<file path="src/rtl/f1_reaction_timer.sv">
// Reaction-time responder for the F1 start-light sequencer.
// Optional best-time register: define F1_REACT_BEST_EN.
module f1_reaction_timer #(
    parameter int               WIDTH     = 16,
    parameter logic [WIDTH-1:0] MAX_COUNT = 16'd9999
) (
    input  logic             clk,
    input  logic             rst,
    input  logic             tick,
    input  logic             start,
    input  logic [7:0]       lights,
    input  logic             button,
    output logic             trigger,
    output logic [WIDTH-1:0] react_time,
    output logic             valid,
    output logic             false_start,
    output logic             timeout,
    output logic             busy,
    output logic [WIDTH-1:0] best_time
);

    typedef enum logic [2:0] {
        IDLE,
        WAIT_ON,
        ARMED,
        ALL_ON,
        TIMING,
        DONE,
        FAULT
    } state_t;

    state_t           state;
    logic             btn_q;
    logic             rise;
    logic [WIDTH-1:0] count;

    assign rise = button & ~btn_q;

    always_ff @(posedge clk) begin
        if (rst) begin
            state       <= IDLE;
            btn_q       <= 1'b0;
            count       <= '0;
            trigger     <= 1'b0;
            react_time  <= '0;
            valid       <= 1'b0;
            false_start <= 1'b0;
            timeout     <= 1'b0;
            busy        <= 1'b0;
        end else begin
            btn_q   <= button;
            trigger <= 1'b0;
            valid   <= 1'b0;
            unique case (state)
                IDLE, DONE, FAULT: begin
                    if (start) begin
                        trigger     <= 1'b1;
                        false_start <= 1'b0;
                        timeout     <= 1'b0;
                        busy        <= 1'b1;
                        state       <= WAIT_ON;
                    end
                end
                WAIT_ON: begin
                    if (rise) begin
                        false_start <= 1'b1;
                        busy        <= 1'b0;
                        state       <= FAULT;
                    end else if (lights != 8'h00) begin
                        state <= ARMED;
                    end
                end
                ARMED: begin
                    if (rise) begin
                        false_start <= 1'b1;
                        busy        <= 1'b0;
                        state       <= FAULT;
                    end else if (lights == 8'hFF) begin
                        state <= ALL_ON;
                    end else if (lights == 8'h00) begin
                        state <= WAIT_ON;
                    end
                end
                ALL_ON: begin
                    // A press coinciding with lights-out is still early.
                    if (rise) begin
                        false_start <= 1'b1;
                        busy        <= 1'b0;
                        state       <= FAULT;
                    end else if (lights == 8'h00) begin
                        count <= '0;
                        state <= TIMING;
                    end
                end
                TIMING: begin
                    if (rise) begin
                        react_time <= count;
                        valid      <= 1'b1;
                        busy       <= 1'b0;
                        state      <= DONE;
                    end else if (count == MAX_COUNT) begin
                        react_time <= MAX_COUNT;
                        timeout    <= 1'b1;
                        valid      <= 1'b1;
                        busy       <= 1'b0;
                        state      <= DONE;
                    end else if (tick) begin
                        count <= count + WIDTH'(1);
                    end
                end
                default: begin
                    busy  <= 1'b0;
                    state <= IDLE;
                end
            endcase
        end
    end

`ifdef F1_REACT_BEST_EN
    // Updated on the capture edge, so it moves together with react_time.
    always_ff @(posedge clk) begin
        if (rst) begin
            best_time <= '1;
        end else if (state == TIMING && rise && count < best_time) begin
            best_time <= count;
        end
    end
`else
    assign best_time = '1;
`endif

endmodule

</file>
<file path="config.mk">
export PLATFORM = sky130hd
export DESIGN_NAME = f1_reaction_timer
export DESIGN_NICKNAME = d
export VERILOG_FILES = /design/src/rtl/f1_reaction_timer.sv
export SDC_FILE = /design/constraint.sdc
export NUM_CORES = 1
export LEC_CHECK = 0
export ABC_AREA = 1
export BUFFER_PORTS_ARGS = -buffer_cell sky130_fd_sc_hd__buf_4
export CAP_MARGIN = 20
export CORE_MARGIN = 4
export CORE_UTILIZATION = 55
export CTS_CLUSTER_DIAMETER = 80
export DETAILED_ROUTE_END_ITERATION = 7
export PLACE_DENSITY = 0.8
export SYNTH_ARGS = -nofsm -noshare
export SYNTH_HDL_FRONTEND = slang
export SYNTH_SLANG_ARGS = --single-unit
export TNS_END_PERCENT = 20
</file>
<file path="constraint.sdc">
create_clock -name clk -period 4.3 [get_ports clk]
set_input_delay 0.43 -clock clk [delete_from_list [all_inputs] [get_ports clk]]
set_output_delay 0.43 -clock clk [all_outputs]
set_load 0.005 [all_outputs]
</file>
==> results by group <==
Clock network
  • Clk Tree Root Cell: sky130_fd_sc_hd__clkbuf_8
  • Clk_lat worst skew: 0.29 ns
  • CTS tree: done
  • Number of buffers inserted by hold repair at cts: 0
  • Resized cells post-CTS: 0
  • Clock-pin slew reported for the worst setup and hold paths after clock tree synthesis: 0.08 ns
  • Post-CTS setup buffer count: 0
  • Clock buffer depth: 2
  • Number of buffers created by CTS: 5
  • Maximum level of the CTS H-tree: 2
  • Clock tree sinks: about 40

Power
  • Combinational share of power: 38.1%
  • Internal Dissipation: ~0.67 mW
  • Areal power density over the cells: 416 nW/um2
  • Standby leakage power: 1.19 nW
  • IR Drop Worst-Case VDD: just under 0.3 mV
  • Share of power burned in the clock network: 22.0%
  • Net Sw Frac: 40.6%
  • Net Switching: 0.457 mW
  • Sum of internal, switching and leakage power: approximately 1.1 mW
  • Sequential share of power: 39.9%

Die
  • Top-Level Pins: 50
  • Site Rows: 23
  • Initial core utilization: 58.8%
  • Die boundary width: 74.3 um
  • Die H: 74.3 um
  • Area of the core: 4120 um2
  • Total Die Area: approximately 5500 um2

Timing
  • Final worst-path setup slack: 2.34 ns
  • Setup-failing EPs final: 0
  • Hold violation total from the final report: 0
  • Worst-case clock skew: 0.00646 ns
  • Max Clk Rate: 511 MHz
  • RSZ-0062 raised after global routing: no
  • Final hold slack: 0.359 ns
  • Final TNS setup: 0 ns
  • Portion of the clock cycle consumed by the worst path in the final layout: roughly 45%
  • Final Slew Violations: 0
  • Final critical-path required period: 1.96 ns

Worst setup path
  • Critical setup path kind: flop to flop
  • Sort of element at the end of the critical path: flop
  • Maximum fanout count along the critical path: 17
  • Depth of the worst register-to-register path: 9
  • CP arrival: 2.12 ns
  • Reg-to-Reg Start: state[2]
  • Reg-to-Reg End: react_time[11]
  • FF-to-FF setup slack: between 2 and 2.5 ns
  • Launching element type of the critical path: flop
  • Worst EP required: 4.47 ns

Placed design
  • Placed standard-cell area: around 2600 um2
  • Count of buffers from port buffering: 33
  • Placer's final routability congestion estimate: about 0.93
  • Pre-CTS WS: 2.39 ns
  • Post-placement cell count: between 400 and 500
  • Hpwl dp: 4.00 mm

Synth
  • Number of flip-flops and latches in the synthesized netlist: between 40 and 50
  • Count of distinct cell types in the synthesized netlist: 32
  • Post-synth EDFFs: 0
  • Post-synthesis area per instance: 6.71 um2
  • Ys Warns: 0
  • Cell area after technology mapping: 2420 um2
  • Synthesized netlist cell count: between 300 and 400
  • Sequential cell area fraction in the yosys report: 33.9%
  • Share of flip-flops with an asynchronous set or reset: 0%
  • Dominant register cell in the synthesized netlist: sky130_fd_sc_hd__dfxtp_1

Final layout
  • Antenna diode count: 0
  • Ratio of cells with drive above 1 in the final layout: 20.6%
  • Fin nets: 407
  • Final core utilization: 65.8%
  • Non-Filler Instances: 444
  • Count of fill cells added during filler insertion: ~380
  • Signed area change from the synthesized netlist to the final layout: 11.8%
  • Final std cell area, no fill: 2710 um2

Detailed routing
  • Length of the first detailed-routing pass in iterations: 4
  • Antenna-violating nets left: 0
  • Met3 Wirelength: between 300 and 400 um
  • Detail Route met2 WL: 2.42 mm
  • Post-detailed-route via-to-cell ratio: 4.98
  • Aggregate routed wire length: 5.28 mm
  • Met1 wire length: 2.39 mm
  • Drt first-iter violations: 118
  • Via total after detailed routing: between 2000 and 2500
  • # DRC: 0
  • Top Layer Used: met4
  • Mean routed wirelength per cell: 11.9 um

Run
  • Max-cap violations: 0

Global routing
  • First-pass GRT wire length: 8.89 mm
  • Pin count of the biggest net entering global routing: 29
  • Initial antenna violation count: 0
  • Vias in the first global route: ~2000
  • Global-route total usage across every layer: 20.8%
  • GR Overflow Total: 0

Hold path
  • HP Class: input pin to flop
  • Hold Path End: btn_q
  • Min-delay src: button
  • Worst Hold Path Cells: 3

Run status
  • Status: finished, final reports clean
[registers in the layout (all words and copies together), names as in the netlist]
register and count:
trigger 1, busy 1, state 3, count 16, timeout 1, false_start 1, btn_q 1, react_time 16
valid 1
[kinds of logic after synthesis]
logic type               Yosys count  synth area share, %
flip-flops                        41                 33.9
AND/OR/NAND/NOR                  203                 38.5
buffers and inverters             65                 13.5
AO/OA/AOI/OAI                     45                 11.6
XOR/XNOR                           5                 1.81
adder cells (fa/ha/maj)            1                0.517
other                              1                0.155
[power groups by stage]
stage | Sequential, mW | Clock [mW] | Combinational (mW)
CTS | 0.449 | 0.256 | 0.426
global placement | 0.456 | 0 | 0.416
finish | 0.449 | 0.248 | 0.428
floorplan | 0.455 | 0 | 0.353
detailed placement | 0.457 | 0 | 0.422
global route | 0.455 | 0.275 | 0.483
[cell usage after synthesis (all sizes together) (2+ instances only)]
master  count  area, um2
nor3        3       31.3
xor2        3       26.3
nor2       55        250
inv        42        160
xnor2       2       17.5
nand4       3       18.8
dfxtp      41        821
o211ai      6       45.0
nor3b       2       15.0
o21ai       7       35.0
buf        18        148
o21bai      3       22.5
nand2     113        478
clkbuf      5       18.8
a21oi      29        179
nand3      25        125
[critical path, cell delays in order, from the launching register on]
cell and delay (ns):
sky130_fd_sc_hd__dfxtp_1 0.41, sky130_fd_sc_hd__inv_2 0.09, sky130_fd_sc_hd__nor3_4 0.25, sky130_fd_sc_hd__inv_2 0.22
sky130_fd_sc_hd__nor2_4 0.33, sky130_fd_sc_hd__inv_2 0.08, sky130_fd_sc_hd__nand2_2 0.19, sky130_fd_sc_hd__inv_2 0.12
sky130_fd_sc_hd__nand2_1 0.08, sky130_fd_sc_hd__a21oi_1 0.06
[final cells by class]
type                    instances  area [um2]  area share, %
multi-input cells             270        1330           49.1
flip-flops and latches         41         821           30.3
repair buffers                 33         248           9.15
inverters                      42         160           5.91
clock buffers                   5        68.8           2.54
well taps                      50        62.6           2.31
clock inverters                 3        17.5          0.647
[how the worst max path moves through the flow]
stage              from              to  slack [ns]
2_1_floorplan  count[0]       count[12]        2.65
3_3_place_gp     button   react_time[7]        2.42
3_5_place_dp     button  react_time[11]        2.39
4_1_cts        state[2]  react_time[11]        2.35
5_1_grt        state[2]  react_time[11]        2.13
6_report       state[2]  react_time[11]        2.34
[cells in the final DEF (no fill, tap or decap)]
| cell type | count |
|---|---|
| sky130_fd_sc_hd__clkinvlp_4 | 1 |
| sky130_fd_sc_hd__nor2_1 | 49 |
| sky130_fd_sc_hd__nand3_1 | 25 |
| sky130_fd_sc_hd__nor2_2 | 2 |
| sky130_fd_sc_hd__nand4_1 | 3 |
| sky130_fd_sc_hd__o21ai_0 | 7 |
| sky130_fd_sc_hd__nor3b_1 | 2 |
| sky130_fd_sc_hd__xor2_1 | 3 |
| sky130_fd_sc_hd__dfxtp_1 | 41 |
| sky130_fd_sc_hd__nor2_4 | 3 |
| sky130_fd_sc_hd__inv_4 | 1 |
| sky130_fd_sc_hd__nand3b_1 | 1 |
| sky130_fd_sc_hd__nand2_4 | 1 |
| sky130_fd_sc_hd__ha_1 | 1 |
| sky130_fd_sc_hd__nand2_2 | 12 |
| sky130_fd_sc_hd__clkbuf_8 | 5 |
| sky130_fd_sc_hd__buf_4 | 33 |
| sky130_fd_sc_hd__nand2_8 | 1 |
| sky130_fd_sc_hd__or2_2 | 1 |
| sky130_fd_sc_hd__nand2_1 | 99 |
| sky130_fd_sc_hd__inv_2 | 7 |
| sky130_fd_sc_hd__clkinv_2 | 2 |
| sky130_fd_sc_hd__xnor2_1 | 2 |
| sky130_fd_sc_hd__nor3_4 | 1 |
| sky130_fd_sc_hd__o211ai_1 | 6 |
| sky130_fd_sc_hd__conb_1 | 16 |
| sky130_fd_sc_hd__nor3_1 | 1 |
| sky130_fd_sc_hd__o21bai_1 | 3 |
| sky130_fd_sc_hd__a21oi_2 | 9 |
| sky130_fd_sc_hd__nor2_8 | 1 |
| sky130_fd_sc_hd__inv_1 | 34 |
| sky130_fd_sc_hd__nor3_2 | 1 |
| sky130_fd_sc_hd__a21oi_1 | 20 |
[per-layer routing]
layer	up-vias	GRT usage, %
met1	971	25.0
met2	65	36.4
met3	9	4.05
met5	-	0
li1	1165	-
met4	0	8.30
Power figures use the tool's default switching activity.
